$ cat src/rtl/pipeline_ctrl_pkg.sv
// Shared encodings, address map constants and FSM state type for the
// pipeline hazard/stall controller.
package pipeline_ctrl_pkg;

  localparam logic [1:0]  MEM_LOAD     = 2'b00;
  localparam logic [1:0]  MEM_STORE    = 2'b01;
  localparam logic [1:0]  MEM_NONE     = 2'b11;
  localparam logic [3:0]  REG_NONE     = 4'hF;
  localparam logic [15:0] IMEM_LIMIT   = 16'h8000;
  localparam logic [15:0] PERIPH_BASE  = 16'hBF00;
  localparam logic [7:0]  WAIT_TIMEOUT = 8'd255;

  typedef enum logic {
    ST_RUN,
    ST_MEM_WAIT
  } state_t;

  typedef struct packed {
    logic ram_owner;
    logic pc_keep;
    logic if_keep;
    logic if_clear;
    logic id_keep;
    logic id_clear;
    logic ex_keep;
    logic wb_clear;
  } ctrl_t;

  // Encoding 2'b10 is deliberately treated as "no access".
  function automatic logic is_mem_access(input logic [1:0] op);
    return (op == MEM_LOAD) || (op == MEM_STORE);
  endfunction

endpackage

$ cat src/rtl/pipeline_ctrl_hazard_detect.sv
// Load-use hazard detection: the ID instruction reads a register that the
// load currently in EXE has not yet produced.
module hazard_detect
  import pipeline_ctrl_pkg::*;
(
  input  logic [3:0] id_rreg1,
  input  logic [3:0] id_rreg2,
  input  logic       id_use1,
  input  logic       id_use2,
  input  logic [3:0] ex_wreg,
  input  logic [1:0] ex_controlmem,
  output logic       load_use
);

  logic src1_hit;
  logic src2_hit;

  assign src1_hit = id_use1 && (id_rreg1 == ex_wreg);
  assign src2_hit = id_use2 && (id_rreg2 == ex_wreg);
  assign load_use = (ex_controlmem == MEM_LOAD) && (ex_wreg != REG_NONE)
                    && (src1_hit || src2_hit);

endmodule

$ cat src/rtl/pipeline_ctrl.sv
// Pipeline controller: branch flush, load-use stall, instruction-RAM
// arbitration and peripheral wait freeze with timeout.
module pipeline_ctrl
  import pipeline_ctrl_pkg::*;
(
  input  logic        clk,
  input  logic        rst,
  input  logic [3:0]  id_rreg1,
  input  logic [3:0]  id_rreg2,
  input  logic        id_use1,
  input  logic        id_use2,
  input  logic [3:0]  ex_wreg,
  input  logic [1:0]  ex_controlmem,
  input  logic        ex_jump,
  input  logic [1:0]  mem_controlmem,
  input  logic [15:0] mem_addr,
  input  logic        mem_ready,
  output logic        pcKeep,
  output logic        ifKeep,
  output logic        ifClear,
  output logic        idKeep,
  output logic        idClear,
  output logic        exKeep,
  output logic        wbClear,
  output logic        ram_owner,
  output logic [15:0] stall_cnt,
  output logic        timeout_err
);

  state_t     state, state_next;
  logic [7:0] wait_cnt, wait_cnt_next;
  logic       timeout_set;
  logic       run_rules;
  logic       load_use;
  logic       mem_access;
  logic       periph_busy;
  logic       struct_hz;
  ctrl_t      ctrl;

  hazard_detect u_hazard_detect (
    .id_rreg1      (id_rreg1),
    .id_rreg2      (id_rreg2),
    .id_use1       (id_use1),
    .id_use2       (id_use2),
    .ex_wreg       (ex_wreg),
    .ex_controlmem (ex_controlmem),
    .load_use      (load_use)
  );

  assign mem_access  = is_mem_access(mem_controlmem);
  assign periph_busy = mem_access && (mem_addr >= PERIPH_BASE) && !mem_ready;
  assign struct_hz   = mem_access && (mem_addr < IMEM_LIMIT);

  always_comb begin
    // NOTE: every signal written here gets a default first so no latch is inferred.
    ctrl          = '0;
    state_next    = state;
    wait_cnt_next = wait_cnt;
    timeout_set   = 1'b0;
    run_rules     = 1'b0;

    case (state)
      ST_RUN: begin
        if (periph_busy) begin
          ctrl          = '{pc_keep: 1'b1, if_keep: 1'b1, id_keep: 1'b1,
                            ex_keep: 1'b1, wb_clear: 1'b1, default: 1'b0};
          state_next    = ST_MEM_WAIT;
          wait_cnt_next = '0;
        end else begin
          run_rules = 1'b1;
        end
      end
      ST_MEM_WAIT: begin
        if (mem_ready) begin
          run_rules  = 1'b1;
          state_next = ST_RUN;
        end else if (wait_cnt == WAIT_TIMEOUT) begin
          run_rules   = 1'b1;
          timeout_set = 1'b1;
          state_next  = ST_RUN;
        end else begin
          ctrl          = '{pc_keep: 1'b1, if_keep: 1'b1, id_keep: 1'b1,
                            ex_keep: 1'b1, wb_clear: 1'b1, default: 1'b0};
          wait_cnt_next = wait_cnt + 8'd1;
        end
      end
      default: state_next = ST_RUN;
    endcase

    // Branch beats load-use; a structural conflict only adds the RAM grant
    // when either of those already controls the front end.
    if (run_rules) begin
      ctrl.ram_owner = struct_hz;
      if (ex_jump) begin
        ctrl.if_clear = 1'b1;
        ctrl.id_clear = 1'b1;
      end else if (load_use) begin
        ctrl.pc_keep  = 1'b1;
        ctrl.if_keep  = 1'b1;
        ctrl.id_clear = 1'b1;
      end else if (struct_hz) begin
        ctrl.pc_keep  = 1'b1;
        ctrl.if_clear = 1'b1;
      end
    end

    if (rst) ctrl = '0;
  end

  assign ram_owner = ctrl.ram_owner;
  assign pcKeep    = ctrl.pc_keep;
  assign ifKeep    = ctrl.if_keep;
  assign ifClear   = ctrl.if_clear;
  assign idKeep    = ctrl.id_keep;
  assign idClear   = ctrl.id_clear;
  assign exKeep    = ctrl.ex_keep;
  assign wbClear   = ctrl.wb_clear;

  // NOTE: sequential state uses non-blocking assignments so all registers update together.
  always_ff @(posedge clk) begin
    if (rst) begin
      state       <= ST_RUN;
      wait_cnt    <= '0;
      stall_cnt   <= '0;
      timeout_err <= 1'b0;
    end else begin
      state    <= state_next;
      wait_cnt <= wait_cnt_next;
      if (ctrl.pc_keep && (stall_cnt != 16'hFFFF)) stall_cnt <= stall_cnt + 16'd1;
      if (timeout_set) timeout_err <= 1'b1;
    end
  end

endmodule

$ cat config.mk
export PLATFORM = sky130hd
export DESIGN_NAME = pipeline_ctrl
export DESIGN_NICKNAME = d
export VERILOG_FILES = /design/src/rtl/pipeline_ctrl_pkg.sv /design/src/rtl/pipeline_ctrl_hazard_detect.sv /design/src/rtl/pipeline_ctrl.sv
export SDC_FILE = /design/constraint.sdc
export NUM_CORES = 1
export LEC_CHECK = 0
export ABC_CLOCK_PERIOD_IN_PS = 2800
export BUFFER_PORTS_ARGS = -buffer_cell sky130_fd_sc_hd__buf_2
export CORE_AREA = 2 2 60 62
export DETAILED_ROUTE_END_ITERATION = 12
export DIE_AREA = 0 0 62 64
export HOLD_SLACK_MARGIN = 0.02
export PLACE_DENSITY = 0.81
export SLEW_MARGIN = 20
export SYNTH_ARGS = -nofsm -noshare
export SYNTH_HDL_FRONTEND = slang
export SYNTH_SLANG_ARGS = --single-unit
export TNS_END_PERCENT = 5
$ cat constraint.sdc
create_clock -name clk -period 2.8 [get_ports clk]
set_input_delay 0.28 -clock clk [delete_from_list [all_inputs] [get_ports clk]]
set_output_delay 0.28 -clock clk [all_outputs]
set_load 0.01 [all_outputs]
# After elaboration in Yosys (flattened, before gate mapping)

Index checks and enable logic that the tools add are counted.

Bits in registers: 26
Latch bits: 0
Memory bits (writable): 0
Memory bits (read-only): 0
Output and inout bits: 25
Memories kept: 0

Add/subtract/negate cells: 2
$mul: 0
Divide/modulo/power cells: 0
Order comparisons: 2
Equality and inequality tests: 9
Shifts and indexed selects: 0
Multiplexer cells: 30
Bitwise logic cells: 1
Reduce and logical (&&, ||, !) cells: 14

Operator list:

| operator                                       | number |
|---|---|
| 2-to-1 mux 8 bit                               | 4 |
| case mux 8 bit (2 select lines)                | 2 |
| 2-to-1 mux 7 bit                               | 3 |
| 2-to-1 mux 1 bit                               | 17 |
| adder 16 x 1 -> 16 bit (second input constant) | 1 |
| >= comparator 16 bit (second input constant)   | 1 |
| < comparator 16 bit (second input constant)    | 1 |
| != test 16 bit (second input constant)         | 1 |
| adder 8 x 1 -> 8 bit (second input constant)   | 1 |
| == test 4 bit                                  | 2 |
| == test 8 bit (second input constant)          | 1 |
| logical AND 1 bit                              | 8 |
| != test 2 bit (second input constant)          | 3 |
| logical NOT 2 bit                              | 2 |
| 2-to-1 mux 4 bit                               | 1 |
| != test 4 bit (second input constant)          | 1 |
| case mux 1 bit (2 select lines)                | 2 |
| AND reduction 3 bit                            | 1 |
| == test 2 x 1 -> 1 bit (second input constant) | 1 |
| logical OR 1 bit                               | 2 |
| 2-to-1 mux 2 bit                               | 1 |
| logical NOT 1 bit                              | 1 |
| inverter 1 bit                                 | 1 |

# Depth between registers and ports, before layout

Word-level depth: 12
Mapped depth: 9

# Cells and area by module

Synthesis repeated with hierarchy kept, for this count alone.

Cell total of the unflattened synthesis: 184
Area, all modules: 1,540.2 sq um

Modules (own cells, without submodules):

| module        | instances | cells an instance | area each (sq um) | sequential area each (sq um) |
|---|---|---|---|---|
| pipeline_ctrl | 1         | 168               | 1,431.4           | 520.5 |
| hazard_detect | 1         | 16                | 108.9             | 0.0 |

# Worst setup path after synthesis

OpenSTA, ideal clock, no wires.

Kind: reg-to-output
Start point: reg wait_cnt[0]
End point: out idKeep
Data arrival time: 1.759 ns
Setup slack: 0.761 ns
Stages on the path, launching flop included: 9
Buffers on the path: 3
Cell sequence: dfxtp_1 > ha_1 > nand4_1 > nor2_1 > or3_1 > buf_2 > buf_2 > nor2_1 > buf_4

Word-level cells in the longest chain between the ends: 5

Ends and longest elaborated chain:

| what                            | RTL line             | RTL |
|---|---|---|
| from (decl)                     | pipeline_ctrl.sv:31  | `logic [7:0] wait_cnt, wait_cnt_next;` |
| from (signal assigned)          | pipeline_ctrl.sv:128 | `wait_cnt <= wait_cnt_next;` |
| == test 8 bit                   | pipeline_ctrl.sv:77  | `end else if (wait_cnt == WAIT_TIMEOUT) begin` |
| 2-to-1 mux 7 bit                | pipeline_ctrl.sv:77  |  |
| 2-to-1 mux 7 bit                | pipeline_ctrl.sv:74  | `if (mem_ready) begin` |
| case mux 8 bit (2 select lines) | pipeline_ctrl.sv:62  | `case (state)` |
| 2-to-1 mux 8 bit                | pipeline_ctrl.sv:107 | `if (rst) ctrl = '0;` |
| to (decl)                       | pipeline_ctrl.sv:21  | `output logic idKeep,` |

No other way between the ends. The select of a mux whose other input is x is not followed.

# Worst setup path after layout

Start point: reg wait_cnt[0]
End point: out wbClear

Word-level cells in the longest chain between the ends: 5

Ends and longest elaborated chain:

| what                            | RTL line             | RTL |
|---|---|---|
| == test 8 bit                   | pipeline_ctrl.sv:77  |  |
| 2-to-1 mux 7 bit                | pipeline_ctrl.sv:77  |  |
| 2-to-1 mux 7 bit                | pipeline_ctrl.sv:74  |  |
| case mux 8 bit (2 select lines) | pipeline_ctrl.sv:62  |  |
| 2-to-1 mux 8 bit                | pipeline_ctrl.sv:107 |  |
| to (decl)                       | pipeline_ctrl.sv:24  | `output logic wbClear,` |

No other way between the ends. The select of a mux whose other input is x is not followed.

==> impl_metrics.ini <==
[outcome]
status = finished clean

[clocking]
hold_buffers = 0
cts_setup_buffers = 0
ctsResizeCount = 0
cts_max_path_buffers = 2
clk_latency_ns = 0.33
cts_made_buffers = 3
cts_sinks = 26
cts_tree = built
cts_root_buf = clkbuf_4
clk_pin_slew_ns = 0.14
h-tree-depth = 1

[synthesis]
syn_inst = 176
syn-num-nets = 216
synth_seq_cells = 26
ys_types = 39
yosysSeqAreaShare_pct = 34.30
synth_area_um2 = 1518
syn_avg_cell_area_um2 = 8.623
yosys_warnings = 0

[timing]
drv_slew = 0
finalCritPeriodShare_pct = 86.24
setup-tns-final_ns = 0
fin_worst_skew_ns = 0.008047
worst_pin_slew_ns = 0.5718
fin_crit_ns = 2.415
rsz0062_at_grt = false
slew_headroom_pct = 61.59
holdWs_ns = 0.2403
setup_viol = 0
max_freq_mhz = 414.1
hold_violations = 0

[place]
io_buffers = 53
dpl.hpwl_um = 2346
place_congestion = 0.7779

[grt]
grt_pass1_vias = 1243
grt_max_degree = 32
globalRouteTotalUtil_pct = 16.55
antenna_found_initial = 0
globalRouteOverflowTotal = 0
grt_pass1_wl_um = 5250

[worst_hold_path]
hold_end = timeout_err
min_path_cells = 4
hp-start = mem_ready
hp-class = primary input to flip-flop

[floorplanning]
dieArea_um2 = 3968
start_util_pct = 46.21
pin_count = 63
die_y_um = 64
std_cell_rows = 21
die_x_um = 62
core_um2 = 3284

[power]
ir_drop_uv = 316.9
leakage_nw = 0.7933
power_density_nw_per_um2 = 384.2

[routing]
viasPerCell = 5.153
antenna_left = 0
vias = 1412
detail_route.wl_per_cell_um = 11.16
drc = 0
drtIter0Drc = 61
dr.pass1.iters = 4
routed_wl_um = 3058

[critical_path]
rrSetupSlack_ns = 0.59
end_kind = primary output
worst-r2r-cell-count = 7
cp.required_ns = 2.52
worstSetupPathType = flip-flop to primary output
cp-start-kind = flip-flop
cp.arrival_ns = 2.13
cp_max_fo = 10
r2r_end = stall_cnt[13]
r2r-start = wait_cnt[0]

[layout]
fin_nets = 269
diodes = 0
syn2layout_area_growth_pct = 23.08
drive_gt1_share_pct = 33.33
utilization_pct = 56.88

[run]
drv_cap = 0
-- state kept, by name (all words and copies together) (netlist names) --
signal       cells
stall_cnt       16
state            1
timeout_err      1
wait_cnt         8
-- cells in the mapped netlist, drive strengths merged --
cell / number / area share [%]
or2b: 1 / 0.49
and4: 5 / 3.2
a21oi: 9 / 3.7
mux2: 4 / 3.2
nand4b: 1 / 0.58
nor2b: 4 / 1.6
buf: 6 / 2.6
o21ai: 1 / 0.33
or3: 2 / 0.82
a311oi: 1 / 0.58
xor2: 8 / 4.6
nand2: 9 / 2.2
inv: 3 / 0.74
a2111oi: 2 / 2.0
nand4: 9 / 3.7
a211oi: 2 / 0.99
nor2: 32 / 7.9
clkbuf: 2 / 0.49
and3: 1 / 0.74
nand2b: 5 / 2.1
o21bai: 1 / 0.74
mux2i: 4 / 2.6
a31o: 5 / 3.5
nand3: 9 / 3.0
and2: 2 / 0.82
dfxtp: 26 / 34
nor3: 8 / 4.0
ha: 2 / 1.6
xnor2: 11 / 6.3
or2: 1 / 0.41
-- layout by cell type (no fill, tap or decap), types with 3 or more instances in the layout --
cell | netlist | final
buf_2 | 2 | 53
nor2_1 | 32 | 32
dfxtp_1 | 26 | 26
xnor2_1 | 11 | 11
nand4_1 | 9 | 9
nand3_1 | 9 | 9
nand2_1 | 9 | 9
xor2_1 | 8 | 8
a21oi_1 | 8 | 8
nand2b_1 | 5 | 5
nor3_2 | 4 | 4
nor3_1 | 4 | 4
nor2b_1 | 4 | 4
mux2i_1 | 4 | 4
inv_1 | 3 | 3
and4_1 | 3 | 3
mux2_1 | 3 | 3
clkbuf_4 | 0 | 3
buf_4 | 2 | 3
-- worst max path at each step --
stage                       from             to  slack (ns)  depth (start not counted)
6_report             wait_cnt[0]        wbClear        0.39                          7
5_1_grt              wait_cnt[0]         exKeep        0.16                          7
4_1_cts              wait_cnt[0]        wbClear        0.37                          7
3_5_place_dp   mem_controlmem[1]  stall_cnt[13]        0.58                          8
3_3_place_gp   mem_controlmem[1]  stall_cnt[13]        0.60                          8
2_1_floorplan        wait_cnt[0]         idKeep        0.76                          8
-- critical path: stages (launching register included) --
cell and delay (ns):
dfxtp_1 0.36, ha_1 0.25, nand4_1 0.12, nor2_1 0.06, or3_1 0.47, buf_4 0.24, nor2_1 0.14, buf_2 0.16
-- per-layer routing --
layer	track usage [%]	vias up	share of wire, %
met5	0	-	0
met4	3.191	0	0.65
met3	3.644	4	4.7
met2	25.39	32	47
met1	23.63	651	47
li1	-	725	-
-- final cells by class --
class                           instances  area (um^2)
Fill cell                             325         1416
Multi-Input combinational cell        139        938.4
Sequential cell                        26        520.5
Timing Repair Buffer                   56        287.8
Tap cell                               46        57.56
Clock inverter                          1        30.03
Clock buffer                            3        22.52
Inverter                                3        11.26
-- where the power goes --
| group | internal [mW] | switching (mW) | total [mW] |
|---|---|---|---|
| sequential | 0.372 | 0.00246 | 0.375 |
| clock | 0.145 | 0.115 | 0.260 |
| combinational | 0.0384 | 0.0448 | 0.0832 |
-- logic make-up (layout without fill, tap and decap cells) --
logic type,count (synthesis),after routing,share of synthesized area [%]
AND/OR/NAND/NOR,89,89,31.57
adder cells (fa/ha/maj),2,2,1.649
AO/OA/AOI/OAI,21,21,11.79
XOR/XNOR,19,19,10.96
flip-flops,26,26,34.30
multiplexers,8,8,5.853
buffers and inverters,11,63,3.874
-- metrics by stage --
stage / setup WS (ns) / area, um^2 / power (mW) / instances
detailed placement: 0.5762 / 1815 / 0.4669 / 270
CTS: 0.3701 / 1868 / 0.7284 / 274
floorplan: 0.7605 / 1518 / 0.4312 / 176
global placement: 0.5988 / 1815 / 0.4647 / 270
global route: 0.1628 / 1868 / 0.7566 / 274
finish: 0.3852 / 1868 / 0.7178 / 274
Power figures use the tool's default switching activity.
